<file path="src/rtl/matr_ctrl.sv">
// ---------------------------------------------------------------------------
// matr_ctrl -- multi-cycle controller for the "matr" instruction.
//
// Computes C = A x B for row-major N x N matrices of DW-bit words held in
// data memory (element stride 4 bytes). It does this by sequencing one
// memory access per cycle through the shared data-memory port, and it
// stalls the pipeline until the whole of C has been written.
//
// Parameters
//   N          matrix dimension (2..15)
//   DW         data / address width
//
// Ports
//   clk_50     clock; every state change happens on its rising edge
//   rst_n      synchronous active-low reset
//   START      decoded matr instruction valid in EX (only seen in IDLE)
//   BASE_A     byte address of A[0][0]
//   BASE_B     byte address of B[0][0]
//   BASE_C     byte address of C[0][0]
//   MEM_ADDR   data memory byte address (word aligned, 0 when idle)
//   MEM_RD     read strobe; data is returned on MEM_RDATA one cycle later
//   MEM_WR     write strobe; the write happens in the same cycle
//   MEM_WDATA  write data (0 when not writing)
//   MEM_RDATA  registered read data from data memory
//   STALL      holds PC, IF/ID and ID/EX while high
//   DONE       one-cycle pulse once C is complete
//
// Each product term takes four cycles (RD_A, RD_B, CAP_B, MAC) and each
// element one extra cycle (WR), so an element costs 4N+1 cycles.
// ---------------------------------------------------------------------------
module matr_ctrl #(
    parameter int N  = 3,
    parameter int DW = 32
) (
    input  logic          clk_50,
    input  logic          rst_n,
    input  logic          START,
    input  logic [DW-1:0] BASE_A,
    input  logic [DW-1:0] BASE_B,
    input  logic [DW-1:0] BASE_C,
    output logic [DW-1:0] MEM_ADDR,
    output logic          MEM_RD,
    output logic          MEM_WR,
    output logic [DW-1:0] MEM_WDATA,
    input  logic [DW-1:0] MEM_RDATA,
    output logic          STALL,
    output logic          DONE
);

    localparam int IW = 4;  // enough for indices up to 14

    localparam logic [2:0] S_IDLE  = 3'd0;
    localparam logic [2:0] S_RD_A  = 3'd1;
    localparam logic [2:0] S_RD_B  = 3'd2;
    localparam logic [2:0] S_CAP_B = 3'd3;
    localparam logic [2:0] S_MAC   = 3'd4;
    localparam logic [2:0] S_WR    = 3'd5;
    localparam logic [2:0] S_FIN   = 3'd6;

    localparam logic [IW-1:0] LAST_IDX   = IW'(N - 1);
    localparam logic [DW-1:0] N_W        = DW'(N);
    // Clears the two byte-offset bits so every access is word aligned,
    // even if a base register carries a misaligned value.
    localparam logic [DW-1:0] ALIGN_MASK = ~DW'(3);

    logic [2:0]    state_reg, state_next;
    logic [IW-1:0] i_reg, j_reg, k_reg;
    logic [DW-1:0] acc_reg, a_reg, b_reg;
    logic [DW-1:0] base_a_reg, base_b_reg, base_c_reg;

    // Flat element indices and byte addresses; all sums wrap modulo 2^DW.
    logic [DW-1:0] i_ext, j_ext, k_ext;
    logic [DW-1:0] addr_a, addr_b, addr_c;
    logic [DW-1:0] prod;

    assign i_ext  = DW'(i_reg);
    assign j_ext  = DW'(j_reg);
    assign k_ext  = DW'(k_reg);
    assign addr_a = (base_a_reg + ((N_W * i_ext + k_ext) << 2)) & ALIGN_MASK;
    assign addr_b = (base_b_reg + ((N_W * k_ext + j_ext) << 2)) & ALIGN_MASK;
    assign addr_c = (base_c_reg + ((N_W * i_ext + j_ext) << 2)) & ALIGN_MASK;

    // Only the low DW bits of the product matter: two's-complement signed
    // and unsigned multiplication agree there, and the accumulator wraps.
    assign prod = a_reg * b_reg;

    // Next-state logic and memory-port / handshake outputs.
    always_comb begin
        state_next = state_reg;
        MEM_ADDR   = '0;
        MEM_RD     = 1'b0;
        MEM_WR     = 1'b0;
        MEM_WDATA  = '0;
        STALL      = 1'b0;
        DONE       = 1'b0;
        case (state_reg)
            S_IDLE: begin
                // Stall in the same cycle the instruction is seen so the
                // pipeline holds matr in EX while the run proceeds.
                if (START) begin
                    STALL      = 1'b1;
                    state_next = S_RD_A;
                end
            end
            S_RD_A: begin
                STALL      = 1'b1;
                MEM_RD     = 1'b1;
                MEM_ADDR   = addr_a;
                state_next = S_RD_B;
            end
            S_RD_B: begin
                STALL      = 1'b1;
                MEM_RD     = 1'b1;
                MEM_ADDR   = addr_b;
                state_next = S_CAP_B;
            end
            S_CAP_B: begin
                STALL      = 1'b1;
                state_next = S_MAC;
            end
            S_MAC: begin
                STALL      = 1'b1;
                state_next = (k_reg == LAST_IDX) ? S_WR : S_RD_A;
            end
            S_WR: begin
                STALL      = 1'b1;
                MEM_WR     = 1'b1;
                MEM_ADDR   = addr_c;
                MEM_WDATA  = acc_reg;
                state_next = (i_reg == LAST_IDX && j_reg == LAST_IDX) ? S_FIN : S_RD_A;
            end
            S_FIN: begin
                // STALL stays low so the pipeline moves past matr now.
                DONE       = 1'b1;
                state_next = S_IDLE;
            end
            default: state_next = S_IDLE;
        endcase
    end

    // State, index counters, operand capture and accumulator.
    always_ff @(posedge clk_50) begin
        if (!rst_n) begin
            state_reg  <= S_IDLE;
            i_reg      <= '0;
            j_reg      <= '0;
            k_reg      <= '0;
            acc_reg    <= '0;
            a_reg      <= '0;
            b_reg      <= '0;
            base_a_reg <= '0;
            base_b_reg <= '0;
            base_c_reg <= '0;
        end else begin
            state_reg <= state_next;
            case (state_reg)
                S_IDLE: begin
                    if (START) begin
                        base_a_reg <= BASE_A;
                        base_b_reg <= BASE_B;
                        base_c_reg <= BASE_C;
                        i_reg      <= '0;
                        j_reg      <= '0;
                        k_reg      <= '0;
                        acc_reg    <= '0;
                    end
                end
                // The A read issued in RD_A returns during RD_B, and the B
                // read issued in RD_B returns during CAP_B.
                S_RD_B:  a_reg <= MEM_RDATA;
                S_CAP_B: b_reg <= MEM_RDATA;
                S_MAC: begin
                    acc_reg <= acc_reg + prod;
                    if (k_reg != LAST_IDX) begin
                        k_reg <= k_reg + 1'b1;
                    end
                end
                S_WR: begin
                    k_reg   <= '0;
                    acc_reg <= '0;
                    if (j_reg == LAST_IDX) begin
                        j_reg <= '0;
                        i_reg <= i_reg + 1'b1;
                    end else begin
                        j_reg <= j_reg + 1'b1;
                    end
                end
                default: ;
            endcase
        end
    end

endmodule

</file>
<file path="config.mk">
export PLATFORM = sky130hd
export DESIGN_NAME = matr_ctrl
export DESIGN_NICKNAME = d
export VERILOG_FILES = /design/src/rtl/matr_ctrl.sv
export SDC_FILE = /design/constraint.sdc
export NUM_CORES = 2
export LEC_CHECK = 0
export BUFFER_PORTS_ARGS = -buffer_cell sky130_fd_sc_hd__buf_2
export CAP_MARGIN = 10
export CORE_ASPECT_RATIO = 0.9
export CORE_MARGIN = 5
export CORE_UTILIZATION = 50
export DETAILED_ROUTE_END_ITERATION = 8
export GPL_ROUTABILITY_DRIVEN = 0
export PLACE_DENSITY = 0.77
export SYNTH_ARGS = -nofsm -noshare
export SYNTH_HDL_FRONTEND = slang
export SYNTH_SLANG_ARGS = --single-unit
</file>
<file path="constraint.sdc">
create_clock -name clk_50 -period 8.08 [get_ports clk_50]
set_input_delay 0 -clock clk_50 [delete_from_list [all_inputs] [get_ports clk_50]]
set_output_delay 0 -clock clk_50 [all_outputs]
set_load 0.01 [all_outputs]
</file>
After elaboration in Yosys (flattened, before gate mapping). Index checks and enable logic that the tools add are counted.

Add/sub/neg operators: 10. $mul: 3. Eq/ne operators: 13. Muxes and demuxes: 20. Reductions and logical operators: 11.

Operators with widths (count): $pmux 32 s3 (2); $add 32x32->32 (2); $add 32x9->32 (2); $mux 32 (2); $mul 32x32->32 (1); $add 30x4->30 (1); $pmux 3 s6 (1); $mux 4 (4); $pmux 4 s2 (2); $add 6x4->7 (2); $add 4x1->4 const B (3); $eq 4x2->1 const B (3); $mul 2x4->6 const A (2); $pmux 4 s3 (1); $eq 3x3->1 const B (3); $mux 3 (3); $eq 3x2->1 const B (2); $ne 2x2->1 const B (3); $reduce_and 2->1 (3); $reduce_and 3->1 (2); $reduce_or 5->1 (1); $mux 1 (4); $ne 4x2->1 const B (1); $eq 3x1->1 const B (1); other kinds (6) (6).

Flip-flop bits (word level): 207. Input port bits: 131. Output and inout port bits: 68. Logic and storage cells: 67.

Logic depth before layout (Yosys ltp).
Depth in word-level cells: 4. Gate-level depth with buffers: 30. Mapped depth without buffers: 27.

Worst setup path before layout. Ideal clock, no wire load.

Path type: register to register. From: reg b_reg[4]. To: reg acc_reg[25]. Library setup time: 125 ps. Arrival time: 6509 ps. Data required time: 7955 ps. Path slack: 1446 ps. Cell stages (with the launch flop): 28. Buffers on the path: 3. Period minus slack after synthesis: 6634 ps. Cells stage by stage: dfxtp_1 > clkbuf_1 > clkbuf_1 > and2_1 > fa_1 > fa_1 > fa_1 > inv_1 > fa_1 > inv_1 > fa_1 > inv_1 > fa_1 > inv_1 > fa_1 > inv_1 > fa_1 > inv_1 > ha_1 > clkbuf_1 > a21oi_1 > o221ai_1 > a21oi_1 > a21boi_1 > o31ai_1 > a21oi_1 > xor2_1 > o21ai_1.

Longest elaborated chain between the ends: 3.

RTL lines: start: declaration (RTL line 68) `logic [DW-1:0] acc_reg, a_reg, b_reg;`; start signal: assignment (RTL line 150) `b_reg <= '0;`; start signal: assignment (RTL line 171) `S_CAP_B: b_reg <= MEM_RDATA;`; $mul 32x32->32 (RTL line 85) `assign prod = a_reg * b_reg;`; $add 32x32->32 (RTL line 173) `acc_reg <= acc_reg + prod;`; $pmux 32 s3 (RTL line 156) `case (state_reg)`; end signal: assignment (RTL line 173); end: declaration (RTL line 68).

Every way passes these cells. A chain may end at the register's enable or synchronous reset.

Final worst setup path.
From: reg b_reg[1]. To: reg acc_reg[26].

The elaborated chain is that of the path after synthesis.

==> summary.json <==
{
  "sta": {
    "final_count_of_negative_setup_slack_endpoints": 0,
    "slew_headroom_pct": 23.4,
    "final.setup_skew_ns": 0.0147,
    "worst-slew-pin-transition_ns": 1.15,
    "final_critical_path_setup_slack_ns": 0.543,
    "finalCriticalPeriod_ns": 7.54,
    "fmax_mhz": 133,
    "hold_ws_ns": 0.111,
    "timing.final.hold_violations": 0,
    "final.period_utilization_pct": 93.3,
    "timing_max_transition_violations_final": 0,
    "timing.setup.tns_ns": 0,
    "rsz0062_at_grt": "false"
  },
  "critical_path": {
    "timing.critical_path.from_type": "flip-flop",
    "worst-setup-path-type": "reg2reg",
    "critical_path_depth": 22,
    "cpMostUsedCell": "sky130_fd_sc_hd__fa_1",
    "critical-path-max-stage-delay_ns": 0.86,
    "crit_path_cell_trace": "buf_4 -> and2_1 -> fa_1 -> fa_1 -> fa_1 -> inv_1 -> fa_1 -> inv_1 -> ha_1 -> ha_1 -> fa_1 -> inv_1 -> fa_1 -> inv_1 -> ha_1 -> and2_1 -> a311oi_2 -> o211a_1 -> o21a_1 -> nor3_2 -> a2111oi_2 -> o41ai_2",
    "critical_path.endpoint_type": "flip-flop",
    "critical-path-slowest-cell": "sky130_fd_sc_hd__dfxtp_1",
    "critical_path.n_buffers_inverters": 5,
    "critical_path_peak_fanout": 17,
    "timing.critical_path.arrival_ns": 7.97,
    "ff2ff_path_depth": 22,
    "critical-path-top-delay-family": "adder cells",
    "critPathRequiredTime_ns": 8.52
  },
  "final_layout": {
    "multiInputGateArea_um2": 21000,
    "final_layout_size_suffix_gt1_share_pct": 9.49,
    "finalCoreUtilization_pct": 57.5,
    "final-seq-area_um2": 4020,
    "fillers": 4638,
    "layout.nets": 4220,
    "post_layout_cell_count": 4198,
    "areaGrowthSynthToFinish_pct": 13.3,
    "postLayoutCellArea_um2": 31400
  },
  "placement": {
    "preCtsSetupSlack_ns": 0.645,
    "hpwl_um": 59900,
    "placed_area_um2": 29300,
    "cell_count_post_placement": 4025,
    "numPortBuffers": 190
  },
  "route": {
    "detail_route.drc_violations": 0,
    "dr_total_vias": 22674,
    "route.detailed.wl_per_inst_um": 18.9,
    "routed_antenna_nets": 0,
    "detail_routed_via_count_per_cell": 5.40,
    "drt-initial-drc-count": 1872,
    "wl_met3_um": 7920,
    "dr.max_layer_used": "met5",
    "drt_wl_total_um": 79400,
    "dr_wl_met2_um": 36100,
    "detailedRoute.firstPassIterationCount": 5,
    "wirelength_met1_um": 31500
  },
  "min_path": {
    "timing.hold.worst_path_depth": 3,
    "class_of_the_tightest_hold_or_removal_check": "in2reg"
  },
  "run": {
    "maxcap_violations": 0
  },
  "floorplan": {
    "initial_core_util_pct": 50.7,
    "die_width_um": 258,
    "die_ar_um2": 60200,
    "core.rowCount": 81,
    "die_y_um": 233,
    "io_pins": 199,
    "core_area_um2": 54600
  },
  "power_and_ir_drop": {
    "switching_power_uw": 889,
    "max-vdd-ir-drop_mv": 0.172,
    "power.static_leakage_nw": 14.7,
    "pwr-share-seq_pct": 41.2,
    "power.share.combinational_pct": 17.4,
    "power.total_mw": 2.79,
    "power.internal_mw": 1.90,
    "clkPwrFrac_pct": 41.4,
    "power_density_nw_per_um2": 88.9,
    "power.share.switching_pct": 31.9
  },
  "clock_network": {
    "cts_resized": 0,
    "ctsHtreeMaxLevel": 1,
    "cts-root-buf": "sky130_fd_sc_hd__clkbuf_16",
    "tritoncts": "built",
    "post_cts.repair.setup_buffers": 0,
    "clkLatencyLatePin_ns": 0.57,
    "number_of_buffers_created_by_cts": 24,
    "cts.sinks": 201,
    "clkSlewWorstSetupHoldPaths_ns": 0.07,
    "ctsLongestPathBuffers": 3
  },
  "logic_synthesis": {
    "ys_types": 76,
    "ys_seq_elements": 201,
    "synth_top_cells_by_count": "605 x sky130_fd_sc_hd__nand2_1, 535 x sky130_fd_sc_hd__inv_1, 448 x sky130_fd_sc_hd__fa_1",
    "synth.top_cell.area_share_pct": 32.4,
    "yosysWarnings": 0,
    "synth-seq-area-share_pct": 14.5,
    "dominantRegCellSynth": "sky130_fd_sc_hd__dfxtp_1",
    "synth_async_sr_flop_share_pct": 0,
    "synth_top_cells_by_area": "sky130_fd_sc_hd__fa_1 32%, sky130_fd_sc_hd__dfxtp_1 15%, sky130_fd_sc_hd__nand2_1 8.2%",
    "post_synth_instance_area_um2": 27700,
    "synth.avg_cell_area_um2": 8.54,
    "synth-edff-count": 0,
    "synthesis.instances": 3247,
    "yosysTopAreaCell": "sky130_fd_sc_hd__fa_1",
    "synth.most_common_cell": "sky130_fd_sc_hd__nand2_1"
  },
  "run_status": {
    "outcome": "completed"
  },
  "grt": {
    "grt-ovfl-total": 0,
    "maximum_number_of_pins_on_one_net_before_global_route_repair": 120,
    "track_usage_pct": 26.7,
    "grt_pass1_vias": 23641,
    "number_of_antenna_violations_at_the_first_check_in_global_routing": 8,
    "wire_length_of_the_first_global_routing_pass_um": 128000
  }
}
cell type report:
cell class | instances | area share [%]
timing repair buffer | 374 | 8.44
sequential | 201 | 12.8
antenna | 6 | 0.0478
tap | 705 | 2.81
clock buffer | 30 | 2.14
clock inverter | 12 | 0.498
multi-input combinational | 2334 | 66.8
inverter | 536 | 6.41
power groups by stage:
stage	Combinational (mW)	Sequential, mW	Clock [mW]
after floorplan	0.292	1.10	0
after global placement	0.412	1.16	0
after detailed placement	0.419	1.17	0
after CTS	0.469	1.15	1.17
after global routing	0.528	1.15	1.21
final	0.486	1.15	1.16
final timing paths:
path / startpoint / end / slack [ns]
worst max-delay path: b_reg[1] / acc_reg[26] / 0.54
worst max register to register: b_reg[1] / acc_reg[26] / 0.54
worst min register to register: acc_reg[25] / acc_reg[25] / 0.45
worst min-delay path: rst_n / acc_reg[0] / 0.11
cell usage in the layout (no fill, tap or decap), drive strengths merged, types with 60 or more instances in the layout:
cell type,instances
ha,170
xnor2,118
xor2,60
fa,448
buf,251
nor2,74
dfxtp,201
nand2,605
dlygate4sd3,123
a21boi,159
o21ai,68
and2,341
inv,536
what timing repair did:
item                                   in CTS  in global routing
setup endpoints to repair                   0                  0
endpoints found under the hold margin     155                  0
hold buffers                              123                  0
per-layer routing:
layer	track usage [%]	up-vias
li1	-	10295
met1	34.9	11115
met2	43.2	1034
met3	6.37	226
met4	10.5	4
met5	0	-
worst min-delay path, stage by stage:
cell and delay, ns:
sky130_fd_sc_hd__buf_4 0.37, sky130_fd_sc_hd__o21ai_0 0.20, sky130_fd_sc_hd__nor2_1 0.05
logic make-up after synthesis:
kind of cell	count (synthesis)	synth area share [%]
xor gates and xnor gates	178	5.63
AOI/OAI and AO/OA	386	9.90
buffers and inverters	713	9.86
other	1	0.0135
and+or+nand+nor	1149	20.0
adders and majority gates	618	40.0
muxes	1	0.0361
DFF	201	14.5
No activity file was read; power rests on OpenSTA's default activity.
